==> src/rtl/hazard_scoreboard.sv <==
// hazard_scoreboard
//   ID-stage hazard detection built on a per-register pending-write
//   scoreboard. Each architectural register has a small countdown of cycles
//   until its value is forwardable into EX. Loads, multiplies and the
//   variable-latency divider are all tracked this way. The block also
//   produces the pipeline flush mask and a saturating count of hazard stalls.
//
// Ports
//   clk, rst_n                 clock, asynchronous active-low reset
//   id_valid                   IF/ID holds a valid instruction
//   id_is_branch               ID instruction resolves in ID (operands needed at ID)
//   id_rs1/id_rs2              source registers; id_use_rs1/id_use_rs2 qualify them
//   id_reg_write, id_rd        destination write enable and index
//   id_class                   0=ALU, 1=LOAD, 2=MUL, 3=DIV
//   div_done, div_rd           divider result forwardable this cycle, and its rd
//   redirect_ex, redirect_id   control-flow redirects resolved in EX / ID
//   inst_mem_wait, data_mem_wait  memory not ready
//   hazard_stall               hold PC and IF/ID, bubble into ID/EX
//   mem_stall                  freeze all stages
//   flush_mask                 per-pipeline-register flush, bit0 = IF/ID
//   div_busy                   a divide is outstanding
//   stall_cycles               saturating count of hazard_stall cycles

module hazard_scoreboard #(
    parameter int NUM_STAGES = 5,
    parameter int ID_STAGE   = 1,
    parameter int EX_STAGE   = 2,
    parameter int LOAD_LAT   = 2,
    parameter int MUL_LAT    = 3,
    parameter int CNT_W      = 16
) (
    input  logic                  clk,
    input  logic                  rst_n,
    input  logic                  id_valid,
    input  logic                  id_is_branch,
    input  logic [4:0]            id_rs1,
    input  logic [4:0]            id_rs2,
    input  logic                  id_use_rs1,
    input  logic                  id_use_rs2,
    input  logic                  id_reg_write,
    input  logic [4:0]            id_rd,
    input  logic [1:0]            id_class,
    input  logic                  div_done,
    input  logic [4:0]            div_rd,
    input  logic                  redirect_ex,
    input  logic                  redirect_id,
    input  logic                  inst_mem_wait,
    input  logic                  data_mem_wait,
    output logic                  hazard_stall,
    output logic                  mem_stall,
    output logic [NUM_STAGES-1:0] flush_mask,
    output logic                  div_busy,
    output logic [CNT_W-1:0]      stall_cycles
);

    // Counter width must hold the longest fixed latency plus a distinct
    // all-ones sentinel that marks "waiting on the divider".
    localparam int MAX_LAT = (LOAD_LAT > MUL_LAT) ? LOAD_LAT : MUL_LAT;
    localparam int CW      = $clog2(MAX_LAT + 2);

    localparam logic [CW-1:0] SENTINEL = '1;
    localparam logic [1:0]    CLS_ALU  = 2'd0;
    localparam logic [1:0]    CLS_LOAD = 2'd1;
    localparam logic [1:0]    CLS_MUL  = 2'd2;
    localparam logic [1:0]    CLS_DIV  = 2'd3;

    logic [CW-1:0] cnt [32];
    logic          div_pend;
    logic [4:0]    div_rd_q;

    logic          src_hazard;
    logic          struct_hazard;
    logic          waw_hazard;
    logic          issue;
    logic          issue_wr;
    logic          div_cpl;
    logic [CW-1:0] issue_val;

    // A value with count 1 reaches EX through the forwarding path just in
    // time for a normal instruction, but a branch reads it a stage earlier.
    function automatic logic src_stall(input logic          use_s,
                                       input logic [4:0]    s,
                                       input logic [CW-1:0] c,
                                       input logic          br);
        return use_s && (s != 5'd0) && (br ? (c != '0) : (c > CW'(1)));
    endfunction

    always_comb begin
        src_hazard    = src_stall(id_use_rs1, id_rs1, cnt[id_rs1], id_is_branch) ||
                        src_stall(id_use_rs2, id_rs2, cnt[id_rs2], id_is_branch);
        struct_hazard = (id_class == CLS_DIV) && div_pend;
        // Evaluated on registered div_pend, so it still stalls in the cycle
        // div_done arrives; costs one bubble but keeps the path short.
        waw_hazard    = id_reg_write && div_pend && (id_rd == div_rd_q);
        hazard_stall  = id_valid && (src_hazard || struct_hazard || waw_hazard);
        mem_stall     = inst_mem_wait || data_mem_wait;

        issue    = id_valid && !hazard_stall && !mem_stall && !redirect_ex;
        issue_wr = issue && id_reg_write && (id_rd != 5'd0);
        div_cpl  = div_done && div_pend && (div_rd == div_rd_q);

        case (id_class)
            CLS_ALU:  issue_val = CW'(1);
            CLS_LOAD: issue_val = CW'(LOAD_LAT);
            CLS_MUL:  issue_val = CW'(MUL_LAT);
            default:  issue_val = SENTINEL;
        endcase
    end

    always_comb begin
        flush_mask = '0;
        for (int i = 0; i < NUM_STAGES; i++) begin
            if (redirect_ex) begin
                flush_mask[i] = (i < EX_STAGE);
            end else if (redirect_id && !hazard_stall) begin
                flush_mask[i] = (i < ID_STAGE);
            end
        end
    end

    always_ff @(posedge clk or negedge rst_n) begin
        if (!rst_n) begin
            for (int r = 0; r < 32; r++) begin
                cnt[r] <= '0;
            end
            div_pend     <= 1'b0;
            div_rd_q     <= 5'd0;
            stall_cycles <= '0;
        end else begin
            cnt[0] <= '0;
            for (int r = 1; r < 32; r++) begin
                if (issue_wr && (id_rd == 5'(r))) begin
                    cnt[r] <= issue_val;
                end else if (div_cpl && (div_rd == 5'(r))) begin
                    cnt[r] <= CW'(1);
                end else if (!mem_stall && (cnt[r] != '0) && (cnt[r] != SENTINEL)) begin
                    cnt[r] <= cnt[r] - CW'(1);
                end
            end

            if (div_cpl) begin
                div_pend <= 1'b0;
            end
            if (issue_wr && (id_class == CLS_DIV)) begin
                div_pend <= 1'b1;
                div_rd_q <= id_rd;
            end

            if (hazard_stall && !mem_stall && (stall_cycles != '1)) begin
                stall_cycles <= stall_cycles + CNT_W'(1);
            end
        end
    end

    assign div_busy = div_pend;

endmodule

==> config.mk <==
export PLATFORM = sky130hd
export DESIGN_NAME = hazard_scoreboard
export DESIGN_NICKNAME = d
export VERILOG_FILES = /design/src/rtl/hazard_scoreboard.sv
export SDC_FILE = /design/constraint.sdc
export NUM_CORES = 1
export LEC_CHECK = 0
export ABC_AREA = 1
export ABC_CLOCK_PERIOD_IN_PS = 3300
export CAP_MARGIN = 20
export CELL_PAD_IN_SITES_DETAIL_PLACEMENT = 1
export CELL_PAD_IN_SITES_GLOBAL_PLACEMENT = 2
export CORE_UTILIZATION = 38
export CTS_CLUSTER_SIZE = 30
export DETAILED_ROUTE_END_ITERATION = 8
export GPL_TIMING_DRIVEN = 0
export PLACE_DENSITY = 0.95
export SLEW_MARGIN = 10
export SYNTH_ARGS = -nofsm -noshare
export SYNTH_HDL_FRONTEND = slang
export SYNTH_SLANG_ARGS = --single-unit
==> constraint.sdc <==
create_clock -name clk -period 3.3 [get_ports clk]
set_input_delay 0.33 -clock clk [delete_from_list [all_inputs] [get_ports clk]]
set_output_delay 0.33 -clock clk [all_outputs]
set_load 0.1 [all_outputs]
==> impl_results.md, run 1 <==
* Run status: complete, but fails checks
* Violated checks: DRC
* Clock period minus worst slack at about 3200 ps
* CTS clk-pin slew, worst paths at 60 ps
* Kind of critical path: reg -> out
* Syn_area_per_cell at 6.53 µm²
* CTS buffer count at 17
* Min-delay worst type: in -> async
* Worst Tran Pin Value at around 1100 ps
* CP startpoint: cnt[38]
* Synth area leaders: dfrtp_1, nand2_1, nand4_1
* Initial core utilization at slightly below 40%
* Seq/Total Area, Yosys at approximately 24%
* Tot Pwr at 10.4 mW
* Endpoints failing setup at 0
* Routed Wire Length at approximately 48000 µm
* Clock skew at ~11 ps
* CP startpoint kind: flop
* Chip width at about 180 µm
* Max Root-Sink Buffers at 2
* Number of port buffers at 49
* Setup tns final at 0 ps
* Layout cell share with drive strength beyond 1 at between 7 and 8%
* CTS Sinks at around 120
* Clk_lat worst skew at ~450 ps
* All-layer global routing usage at 30.9%
* Final slew viol count at 0
* Ys async rst share at 100%
* H-Tree Depth at 4
* Final Cycle Share at between 90% and 100%
* Final GP Congestion at 0.993
* CTS tree: built
* First-pass GRT wire length at between 70000 and 80000 µm
* Placed Instance Area at around 13000 µm²
* CP Cell Sequence: nor2_1 -> nand2_1 -> nand2_1 -> nor2_1 -> nand2_1 -> nand2_1 -> a21oi_1 -> nand3_1 -> nand3_2 -> nand2_2 -> o21ai_4 -> inv_2 -> buf_4 -> buf_8
* Critical path fanouts, max at 10
* Synth area leader: dfrtp_1
* Die area at 32100 µm²
* Cells after Synth at 1828
* Most frequent CP cell: nand2_1
* Cell leakage power at 6.73 nW
* Final instance area at between 10000 and 15000 µm²
* FMAX at just over 0.3 GHz
* Vias post-DR at approximately 13000
* Seq cells post-synth at approximately 120
* Via/cell ratio at between 5 and 6
* Total gr overflow at 0
* Core outline area at just over 30000 µm²
* Initial antenna violation count at 1
* Max_cap viols at 0
* Top post-synthesis cells by count: nand2_1, nand4_1, inv_1
* YS warnings at 0
* Pin count of the biggest net entering global routing at between 60 and 70
* Final hold violation count at 0
* CP endpoint: hazard_stall
* Post-synth cell types at 40
* Rows at 64
* Synth Cell Area at approximately 12000 µm²
* CP max stage delay at 440 ps
* Primary FF master, synth: dfrtp_1
* CP Capture Type: primary output
* Hpwl dp at between 30000 and 40000 µm
* Die Ht at 179 µm
* Power per cell area at 756 nW/µm²
* Worst slew margin at 28.3%
* Cell with the most instances after synthesis: nand2_1
* Root Buffer Master: clkbuf_16
* WL per Instance at 20.6 µm
* Unrepaired setup endpoints after global routing: false
* Final Core Density at 44.6%
* DR iter-0 viols at between 1000 and 1500
* Final nets at around 2000
* DRC Markers at 8
* R2r worst-path depth at 17
* CP arrival at approximately 2900 ps
* Io pins at slightly below 60
* Req. time, crit path at ~3000 ps
* Post-synth top area share at about a quarter
* Flop2flop setup slack at slightly below 500 ps
* First-pass DRT Iterations at 7
* Vias in the first global route at roughly 13000
* Worst r2r src: cnt[38]
* Critical-path top delay cell: dfrtp_1
* Post-synth EDFFs at 0
* Area Overhead vs Synth at 14.9%
* Antenna-violating nets left at 0
* Worst r2r dst: cnt[22]
* Maximum VDD drop at 0.418 mV
==> power breakdown <==
part           internal [mW]  switching [mW]
logic                   2.13            3.46
clock network           1.17           0.755
registers               2.00           0.862
total                   5.30            5.08
==> state kept, by name (all words and copies together), names as in the netlist <==
signal        flops
cnt              93
div_busy          1
div_rd_q          5
stall_cycles     16
==> repair_timing <==
| item | in CTS | in global routing |
|---|---|---|
| endpoints found under the setup margin | 83 | 15 |
| gates resized for setup | 28 | 10 |
| setup buffers | 0 | 6 |
| hold buffers | 1 | 0 |
| pin swaps | 1 | 3 |
| hold endpoints to repair | 47 | 0 |
==> metal layers <==
layer / global-route usage [%] / up-vias / part of all wire, %
li1: - / 6200 / -
met5: 0 / - / 0
met2: 51.2 / 375 / 47
met4: 13.1 / 0 / 4.2
met3: 5.47 / 93 / 5.7
met1: 39.3 / 6418 / 43
==> worst max-delay path: cells and delay by family (launching register included) <==
| family | cells | cell delay (ps) |
|---|---|---|
| simple gates | 9 | 1100 |
| buf+inv | 3 | 480 |
| flops | 1 | 440 |
| compound gates | 2 | 410 |
==> metrics by stage <==
stage / instances / hold WS [ps] / setup slack [ps]
after global routing: 2315 / 454 / 21.5
after CTS: 2309 / 402 / 15.0
after detailed placement: 2276 / 304 / -1630
after floorplan: 1830 / 34.4 / 775
after global placement: 2275 / 498 / -3230
final: 2316 / 391 / 70.8
==> logic make-up (layout without fill, tap and decap cells) <==
family / after synthesis / after routing / share of synthesized area, %
and+or+nand+nor: 1213 / 1213 / 48.3
buffers and inverters: 271 / 360 / 9.70
other: 1 / 4 / 0.0314
adders and majority gates: 94 / 94 / 9.85
AOI/OAI and AO/OA: 88 / 88 / 4.66
xor gates and xnor gates: 46 / 46 / 3.37
DFF: 115 / 115 / 24.1
==> layout by cell type (no fill, tap or decap), types with 19 or more instances in the layout <==
master	instances
clkbuf_1	32
clkdlybuf4s50_1	44
dfrtp_1	115
ha_1	94
inv_1	189
nand2_1	644
nand3_1	133
nand3_4	26
nand4_1	194
nor2_1	148
nor3_1	37
o211ai_1	24
o21ai_0	19
xnor2_1	33
==> how the worst min path moves through the flow <==
stage	from	end	slack, ps	depth (start not counted)
2_1_floorplan	rst_n	cnt[0]	30	0
3_3_place_gp	stall_cycles[14]	stall_cycles[14]	500	2
3_5_place_dp	rst_n	cnt[51]	300	1
4_1_cts	rst_n	cnt[51]	400	2
5_1_grt	rst_n	cnt[51]	450	2
6_report	rst_n	cnt[51]	390	2
==> final cells by class <==
cell class	count	area, µm²
inverters	198	743
clock buffers	23	478
repair buffers	57	627
clock inverters	9	104
plain buffers	73	442
fillers	4053	17000
well taps	396	495
diodes	1	2.50
multi-input cells	1444	7950
flip-flops and latches	115	2880
No activity file was read; power rests on OpenSTA's default activity.
==> run 2, diff against run 1 <==
--- a/config.mk
+++ b/config.mk
@@ -10,6 +10,7 @@
 export CAP_MARGIN = 20
 export CELL_PAD_IN_SITES_DETAIL_PLACEMENT = 1
 export CELL_PAD_IN_SITES_GLOBAL_PLACEMENT = 2
+export CORE_MARGIN = 1
 export CORE_UTILIZATION = 38
 export CTS_CLUSTER_SIZE = 30
 export DETAILED_ROUTE_END_ITERATION = 8
==> results of run 2 <==
Final layout, timing and power as in run 1 (identical DEF).
